[src/rtl/bitcount_pkg.sv]
// Shared types for the memory bit-statistics engine: statistic selector and FSM states.
package bitcount_pkg;

  typedef enum logic [1:0] {
    MODE_ONES   = 2'b00,
    MODE_ZEROS  = 2'b01,
    MODE_PARITY = 2'b10,
    MODE_LZC    = 2'b11
  } mode_t;

  typedef enum logic [1:0] {
    S_IDLE = 2'b00,
    S_RD   = 2'b01,
    S_WR   = 2'b10,
    S_FIN  = 2'b11
  } state_t;

endpackage

[src/rtl/word_stat.sv]
// Combinational per-word statistic: popcount, zero count, parity or leading-zero count,
// zero-extended to the word width.
module word_stat
  import bitcount_pkg::*;
#(
  parameter int DW = 32
) (
  input  mode_t         mode,
  input  logic [DW-1:0] word,
  output logic [DW-1:0] result
);

  logic [DW-1:0] ones;
  logic [DW-1:0] lz;
  logic          seen;

  always_comb begin
    ones = '0;
    lz   = '0;
    seen = 1'b0;
    for (int unsigned i = 0; i < DW; i++) begin
      ones = ones + DW'(word[i]);
    end
    // Scan from the MSB; an all-zero word counts every bit, giving DW.
    for (int unsigned i = 0; i < DW; i++) begin
      if (word[DW-1-i]) seen = 1'b1;
      else if (!seen)   lz   = lz + DW'(1);
    end
  end

  always_comb begin
    result = '0;
    case (mode)
      MODE_ONES:   result = ones;
      MODE_ZEROS:  result = DW'(DW) - ones;
      MODE_PARITY: result = DW'(^word);
      MODE_LZC:    result = lz;
      default:     result = '0;
    endcase
  end

endmodule

[src/rtl/mem_bitcount_engine.sv]
// Memory-scanning bit-statistics engine: reads cnt words from src_base, writes one
// statistic per word to dst_base and accumulates their sum. Two cycles per word.
module mem_bitcount_engine
  import bitcount_pkg::*;
#(
  parameter int DW   = 32,
  parameter int AW   = 32,
  parameter int CNTW = 8
) (
  input  logic            clk,
  input  logic            reset,
  input  logic            start,
  input  logic [1:0]      mode,
  input  logic [AW-1:0]   src_base,
  input  logic [AW-1:0]   dst_base,
  input  logic [CNTW-1:0] cnt,
  output logic            busy,
  output logic            done,
  output logic [DW-1:0]   total,
  output logic [AW-1:0]   mem_addr,
  output logic [DW-1:0]   mem_wdata,
  output logic            mem_we,
  input  logic [DW-1:0]   mem_rdata
);

  localparam logic [AW-1:0] STRIDE = AW'(DW / 8);

  state_t          state;
  mode_t           mode_q;
  logic [AW-1:0]   src_q;
  logic [AW-1:0]   dst_q;
  logic [CNTW-1:0] cnt_q;
  logic [CNTW-1:0] idx;
  logic [CNTW-1:0] idx_next;
  logic [DW-1:0]   stat;

  assign idx_next = idx + CNTW'(1);

  word_stat #(.DW(DW)) u_stat (
    .mode   (mode_q),
    .word   (mem_rdata),
    .result (stat)
  );

  always_ff @(posedge clk) begin
    if (reset) begin
      state     <= S_IDLE;
      busy      <= 1'b0;
      done      <= 1'b0;
      mem_we    <= 1'b0;
      mem_addr  <= '0;
      mem_wdata <= '0;
      total     <= '0;
      idx       <= '0;
      mode_q    <= MODE_ONES;
      src_q     <= '0;
      dst_q     <= '0;
      cnt_q     <= '0;
    end else begin
      done <= 1'b0;
      case (state)
        S_IDLE: begin
          if (start) begin
            mode_q <= mode_t'(mode);
            src_q  <= src_base;
            dst_q  <= dst_base;
            cnt_q  <= cnt;
            total  <= '0;
            idx    <= '0;
            if (cnt != '0) begin
              mem_addr <= src_base;
              busy     <= 1'b1;
              state    <= S_RD;
            end else begin
              state <= S_FIN;
            end
          end
        end
        S_RD: begin
          mem_wdata <= stat;
          mem_addr  <= dst_q + AW'(idx) * STRIDE;
          mem_we    <= 1'b1;
          total     <= total + stat;
          state     <= S_WR;
        end
        S_WR: begin
          mem_we <= 1'b0;
          idx    <= idx_next;
          if (idx == cnt_q - CNTW'(1)) begin
            state <= S_FIN;
          end else begin
            mem_addr <= src_q + AW'(idx_next) * STRIDE;
            state    <= S_RD;
          end
        end
        S_FIN: begin
          done  <= 1'b1;
          busy  <= 1'b0;
          state <= S_IDLE;
        end
        default: state <= S_IDLE;
      endcase
    end
  end

endmodule

[config.mk]
export PLATFORM = sky130hd
export DESIGN_NAME = mem_bitcount_engine
export DESIGN_NICKNAME = d
export VERILOG_FILES = /design/src/rtl/bitcount_pkg.sv /design/src/rtl/word_stat.sv /design/src/rtl/mem_bitcount_engine.sv
export SDC_FILE = /design/constraint.sdc
export NUM_CORES = 1
export LEC_CHECK = 0
export ABC_AREA = 1
export BUFFER_PORTS_ARGS = -buffer_cell sky130_fd_sc_hd__buf_4
export CAP_MARGIN = 40
export CORE_UTILIZATION = 50
export CTS_CLUSTER_DIAMETER = 200
export CTS_CLUSTER_SIZE = 14
export DETAILED_ROUTE_END_ITERATION = 8
export PLACE_DENSITY_LB_ADDON = 0.08
export SLEW_MARGIN = 0
export SYNTH_ARGS = -nofsm -noshare
export SYNTH_HDL_FRONTEND = slang
export SYNTH_SLANG_ARGS = --single-unit
[constraint.sdc]
create_clock -name clk -period 31.9 [get_ports clk]
set_input_delay 6.38 -clock clk [delete_from_list [all_inputs] [get_ports clk]]
set_output_delay 6.38 -clock clk [all_outputs]
set_load 0.02 [all_outputs]
==> results of run 1 <==
-- worst max-delay path: cells and delay by family --
family / cells / cell delay (ps)
simple gates: 70 / 6480
compound gates: 37 / 4680
xor+xnor: 1 / 160
fa+ha+maj: 31 / 9240
buf+inv: 24 / 1780
-- sequential cells by signal, indices dropped and copies added (netlist names) --
name,cells
mode_q,2
total,32
mem_we,1
state,2
src_q,32
idx,8
busy,1
cnt_q,8
mem_wdata,32
dst_q,32
done,1
mem_addr,32
-- routing by layer --
layer | up-vias | share of wire (%)
li1 | 9273 | -
met1 | 7939 | 47
met2 | 389 | 46
met3 | 53 | 5.0
met4 | 0 | 2.4
met5 | - | 0
-- through the flow --
step	util [%]	cells	area [sq um]
final	59.3	3386	19500
after global routing	59.3	3386	19500
after CTS	59.3	3384	19500
after detailed placement	57.5	3352	18900
after global placement	57.2	3345	18800
after floorplan	-	2757	16900
-- Yosys cell counts, types with 39 or more instances --
library cell / instances
nand3_1: 201
a21oi_1: 184
inv_1: 428
clkbuf_1: 61
o21ai_0: 231
ha_1: 96
nor2_1: 357
nand2_2: 69
inv_2: 39
nand2_1: 550
nand4_1: 42
dfxtp_1: 183
-- final timing paths --
check | startpoint | slack (ps) | endpoint | depth (start not counted)
max | mem_rdata[31] | 3460 | total[31] | 163
min | mem_addr[20] | 470 | mem_addr[20] | 2
max reg2reg | mode_q[1] | 25540 | total[31] | 52
min reg2reg | mem_addr[20] | 470 | mem_addr[20] | 2
-- layout by cell type (no fill, tap or decap), drive strengths merged, types with 2 or more instances in the layout --
cell and count:
xnor2 30, clkbuf 17, nor4 6, o22ai 3
nor2 394, dfxtp 183, o221ai 10, nand3 233
nand2 624, a211oi 5, ha 96, nand3b 17
clkinv 11, a221oi 2, o31ai 3, o21ai 242
a21oi 184, nor3 28, o311ai 6, a31oi 11
buf 219, nand4 43, diode 2, or2 7
o21bai 6, o211ai 22, xor2 19, a41oi 3
inv 474, o21a 2, fa 27, a22oi 4
-- final cells by class --
class	instances	area [sq um]
Fill cell	3266	13400
Inverter	472	1770
Clock inverter	15	160
Antenna cell	2	5.00
Multi-Input combinational cell	2036	11200
Sequential cell	183	3660
Timing Repair Buffer	219	1720
Tap cell	442	553
Clock buffer	17	425
-- cell families after synthesis --
family,Yosys count,share of synthesized area [%]
simple gates,1356,36.9
buf+inv,538,12.0
compound gates,508,16.5
flops,183,21.7
fa+ha+maj,123,10.3
xor+xnor,49,2.54
-- power by group through the flow --
stage / sequential (mW) / clock [mW] / combinational, mW
after floorplan: 0.289 / 0 / 0.317
after global placement: 0.276 / 0 / 0.461
after detailed placement: 0.276 / 0 / 0.475
after CTS: 0.271 / 0.216 / 0.478
after global routing: 0.275 / 0.224 / 0.545
final: 0.272 / 0.212 / 0.480
==> summary.md, run 1 <==
| Metric | Value |
|---|---|
| Port bufs | 207 |
| Synth cell types | 55 |
| Initial antenna violation count | 2 |
| Hold Vio Cnt, Final | 0 |
| IO Count | 208 |
| Switch share | 43.5% |
| Yosys warns | 0 |
| Die W | 186 um |
| Max-cap check violation count | 0 |
| Site Rows | 66 |
| Critical path's largest stage delay | 390 ps |
| Die ar. | 34500 sq um |
| Net load switching power | 420 uW |
| GR Util met1 | 35.6% |
| Setup TNS Final | 0 ps |
| # resized after CTS | 0 |
| LEAKAGE | 9.29 nW |
| Hold WC Path Type | reg -> reg |
| Core area | 32900 sq um |
| Cell Int Power | 544 uW |
| Clk buf depth | 2 |
| Initial DRC Count | 1057 |
| Worst hold slack | 470 ps |
| Max-slew headroom | 39.7% |
| Pre-CTS WS | 3210 ps |
| Final worst-path cycle share | 89.1% |
| Post-synth top area share | 21.7% |
| Critical Path RT | 32190 ps |
| Synth Instances | 2757 |
| Busiest layer in global routing | met2 |
| Antenna Nets Post-Route | 0 |
| Tot Pwr | 964 uW |
| Initial Utilization | 51.3% |
| Worst vdd ir | 0.0000438 V |
| Crit path top cell by count | nand2_1 |
| Largest net degree at the start of global routing | 99 |
| Clock insertion delay at the later pin of the skew report | 450 ps |
| Startpoint types | primary input |
| WP data arrival | 28730 ps |
| Clk pin slew, worst setup/hold paths | 70 ps |
| RSZ-0062 raised after global routing | no |
| Synthesized Nets | 2989 |
| Die Ht | 186 um |
| Routability cong. | 0.892 |
| Hold-fix buffers, CTS | 0 |
| Pwr Density | 49.4 nW/um^2 |
| Sequential area share after synthesis | 21.7% |
| Cell area after synthesis | 16900 sq um |
| Root Driver | clkbuf_16 |
| Outcome | complete, no violations |
| GRT met2 Usage | 45.9% |
| Area leader, netlist | dfxtp_1 |
| DR pass1 iterations | 6 |
| Post-CTS Setup Inserts | 0 |
| CTS sink count | 183 |
| CP max FO | 6 |
| Syn Area/Cell | 6.12 sq um |
| Drt drc | 0 |
| Via count | 17700 |
| Layout cells sized above 1 | 15.3% |
| H-tree levels | 4 |
| Final setup violation count | 0 |
| Slowest stage cell, crit path | ha_1 |
| Clock Power Share | 22.0% |
| Comb power frac | 49.8% |
| Cts bufs inserted | 17 |
| Max Transition Viols Final | 0 |
| GR Util met3 | 3.35% |
| Worst Setup End Kind | flip-flop |
| Number of global-route vias before repair | 16300 |
| PnR worst setup slack | 3460 ps |
| Worst Tran Pin Value | 905 ps |
| Crit Path Class | in -> reg |
| Dpl hpwl | 36.3 mm |
| First-pass GRT wire length | 76.3 mm |
| Post-synth EDFFs | 0 |
| Shortest period the worst path allows | 28440 ps |
| All-Layer GR Usage | 27.1% |
| Fin nets | 3161 |
| Via density | 5.21 |
| Area grow syn2layout | 15.6% |
| CTS tree | done |
| Ys flop type | dfxtp_1 |
| DR WL/cell | 13.7 um |
| Clock skew | 12.8 ps |
| Reg power frac | 28.2% |
| Largest cells by area after synthesis | dfxtp_1 (22%), nand2_1 (12%), inv_1 (9.5%) |
| FF+latch count, synth | 183 |
| Final wirelength | 46.2 mm |
| GRT overflow | 0 |
| Maximum clock frequency | 35.2 MHz |
| Post-synth ARST share | 0% |
Note: power is estimated with default switching activity, not from simulation.
==> run 2: changes to the inputs <==
--- a/config.mk
+++ b/config.mk
@@ -6,7 +6,7 @@
 export NUM_CORES = 1
 export LEC_CHECK = 0
 export ABC_AREA = 1
-export BUFFER_PORTS_ARGS = -buffer_cell sky130_fd_sc_hd__buf_4
+export BUFFER_PORTS_ARGS = -buffer_cell sky130_fd_sc_hd__buf_2
 export CAP_MARGIN = 40
 export CORE_UTILIZATION = 50
 export CTS_CLUSTER_DIAMETER = 200
==> run 2 against run 1 <==
Worst hold slack lost 6.4 ps. Clock power grew 19%. Cell count is essentially flat. Register-to-register slack gained 30 ps. First-iteration DRC count shrank 11%. Core utilization shrank 1.2 points. Global-route usage grew 0.12 points.
==> summary.md, run 2 (synthesis gave the netlist of run 1 again) <==
| Metric | Value |
|---|---|
| Max Transition Viols Final | 0 (unchanged) |
| Initial Utilization | 51.3% (unchanged) |
| DR WL/cell | 13.8 um (+0.81%) |
| Initial DRC Count | 937 (-11%) |
| DR pass1 iterations | 5 (-1) |
| Clock insertion delay at the later pin of the skew report | 440 ps (about the same) |
| Max-cap check violation count | 0 (unchanged) |
| First-pass GRT wire length | 77.3 mm (+1.2%) |
| IO Count | 208 (unchanged) |
| Drt drc | 0 (unchanged) |
| RSZ-0062 raised after global routing | no |
| Crit path buf inv count | 24 (unchanged) |
| Setup TNS Final | 0 ps (unchanged) |
| Port bufs | 207 (unchanged) |
| Area grow syn2layout | 13.2% |
| Die W | 186 um (unchanged) |
| Most common cell after layout, fill and taps aside | nand2_1 |
| # resized after CTS | 0 (unchanged) |
| Crit path top cell by count | nand2_1 |
| LEAKAGE | 9.25 nW (-0.48%) |
| Worst vdd ir | 0.0000770 V (+76%) |
| Outcome | complete, no violations |
| Final Cell Area | 19100 sq um (-2.0%) |
| Final worst-path cycle share | 89.0% (-0.20 points) |
| Clock skew | 13.4 ps (+0.612 ps) |
| CTS tree | done |
| Critical path's largest stage delay | 380 ps (about the same) |
| Fin nets | 3162 (+0.032%) |
| Startpoint types | primary input |
| Clk buf depth | 2 (unchanged) |
| Area after DPL | 18400 sq um (-2.7%) |
| Hold WC Path Type | reg -> reg |
| Maximum clock frequency | 35.2 MHz (+0.22%) |
| CP top delay family | adder cells |
| Max-slew headroom | 40.4% (+0.73 points) |
| Antenna Nets Post-Route | 0 (unchanged) |
| Largest net degree at the start of global routing | 99 (unchanged) |
| All-Layer GR Usage | 27.3% (+0.12 points) |
| Die Ht | 186 um (unchanged) |
| Cts bufs inserted | 17 (unchanged) |
| Via density | 5.25 (+0.67%) |
| Pwr Density | 52.3 nW/um^2 (+5.9%) |
| Post-CTS Setup Inserts | 0 (unchanged) |
| Die ar. | 34500 sq um (unchanged) |
| Critical Path RT | 32190 ps (about the same) |
| Routability cong. | 0.892 (about the same) |
| Crit Path Class | in -> reg |
| Clk pin slew, worst setup/hold paths | 70 ps (about the same) |
| WP data arrival | 28660 ps (-70 ps) |
| Hold Vio Cnt, Final | 0 (unchanged) |
| Dpl hpwl | 36.8 mm (+1.2%) |
| Via count | 17800 (+0.70%) |
| Final setup violation count | 0 (unchanged) |
| Final wirelength | 46.6 mm (+0.84%) |
| Site Rows | 66 (unchanged) |
| Core area | 32900 sq um (unchanged) |
| CP max FO | 6 (unchanged) |
| Worst Setup End Kind | flip-flop |
| Most frequent cells in the layout | nand2_1 (549), inv_1 (427), nor2_1 (356) |
| Initial antenna violation count | 2 (unchanged) |
| Hold-fix buffers, CTS | 0 (unchanged) |
| Slowest stage cell, crit path | ha_1 |
| Root Driver | clkbuf_16 |
| Layout cells sized above 1 | 15.3% (about the same) |
| GRT overflow | 0 (unchanged) |
| CTS sink count | 183 (unchanged) |
| H-tree levels | 4 (unchanged) |
| Worst Tran Pin Value | 894 ps (-11.0 ps) |
| Number of global-route vias before repair | 16600 (+2.1%) |
| Shortest period the worst path allows | 28380 ps (-62.6 ps) |
==> run 2: cell types whose count changed in the layout (fill, tap and decap cells not counted), sizes merged <==
| cell | before | now |
|---|---|---|
| buf | 219 | 220 |
| inv | 474 | 471 |
| clkbuf | 17 | 18 |
| clkinv | 11 | 7 |
| bufinv | 1 | 7 |
==> run 2: path summary, 6_finish.rpt <==
path / from / slack, ps / cells past startpoint / to
setup / recovery: mem_rdata[31] / 3520 / 163 / total[31]
hold / removal: mem_addr[24] / 460 / 2 / mem_addr[24]
setup reg to reg: mode_q[0] / 25570 / 53 / total[31]
hold reg to reg: mem_addr[24] / 460 / 2 / mem_addr[24]
==> run 2: power breakdown <==
part	switching, mW	internal, mW
Combinational	0.305	0.171
Sequential	0.0175	0.254
Clock	0.0966	0.156
==> run 2: layout make-up <==
class,instances,area [sq um]
Antenna cell,2,5.00
Clock buffer,18,429
Clock inverter,14,269
Fill cell,3406,13800
Inverter,472,1770
Multi-Input combinational cell,2036,11200
Sequential cell,183,3660
Tap cell,442,553
Timing Repair Buffer,220,1210
==> run 2: worst reg2reg max path: cells and delay by family, from the launching register on <==
| family | cells | cell delay [ps] |
|---|---|---|
| buffers and inverters | 12 | 980 |
| adders and majority gates | 1 | 370 |
| xor gates and xnor gates | 1 | 160 |
| AOI/OAI and AO/OA | 15 | 2360 |
| DFF | 1 | 340 |
| and+or+nand+nor | 24 | 1930 |
==> run 2: metal layers <==
metal / GRT usage [%] / vias up / part of all wire [%]
li1: - / 9293 / -
met4: 7.90 / 0 / 2.0
met3: 2.74 / 60 / 4.3
met2: 47.2 / 393 / 46
met5: 0 / - / 0
met1: 35.6 / 8031 / 47
==> run 2: through the flow <==
| stage | hold WS (ps) | utilization, % | power, mW | instances | setup WS, ps |
|---|---|---|---|---|---|
| detailed placement | 455 | 56.0 | 0.745 | 3353 | 3220 |
| global route | 481 | 58.1 | 1.07 | 3387 | 847 |
| global placement | 450 | 55.6 | 0.728 | 3345 | 4070 |
| CTS | 466 | 58.1 | 1.00 | 3385 | 3620 |
| floorplan | 448 | - | 0.606 | 2757 | 5590 |
| finish | 463 | 58.1 | 1.00 | 3387 | 3520 |
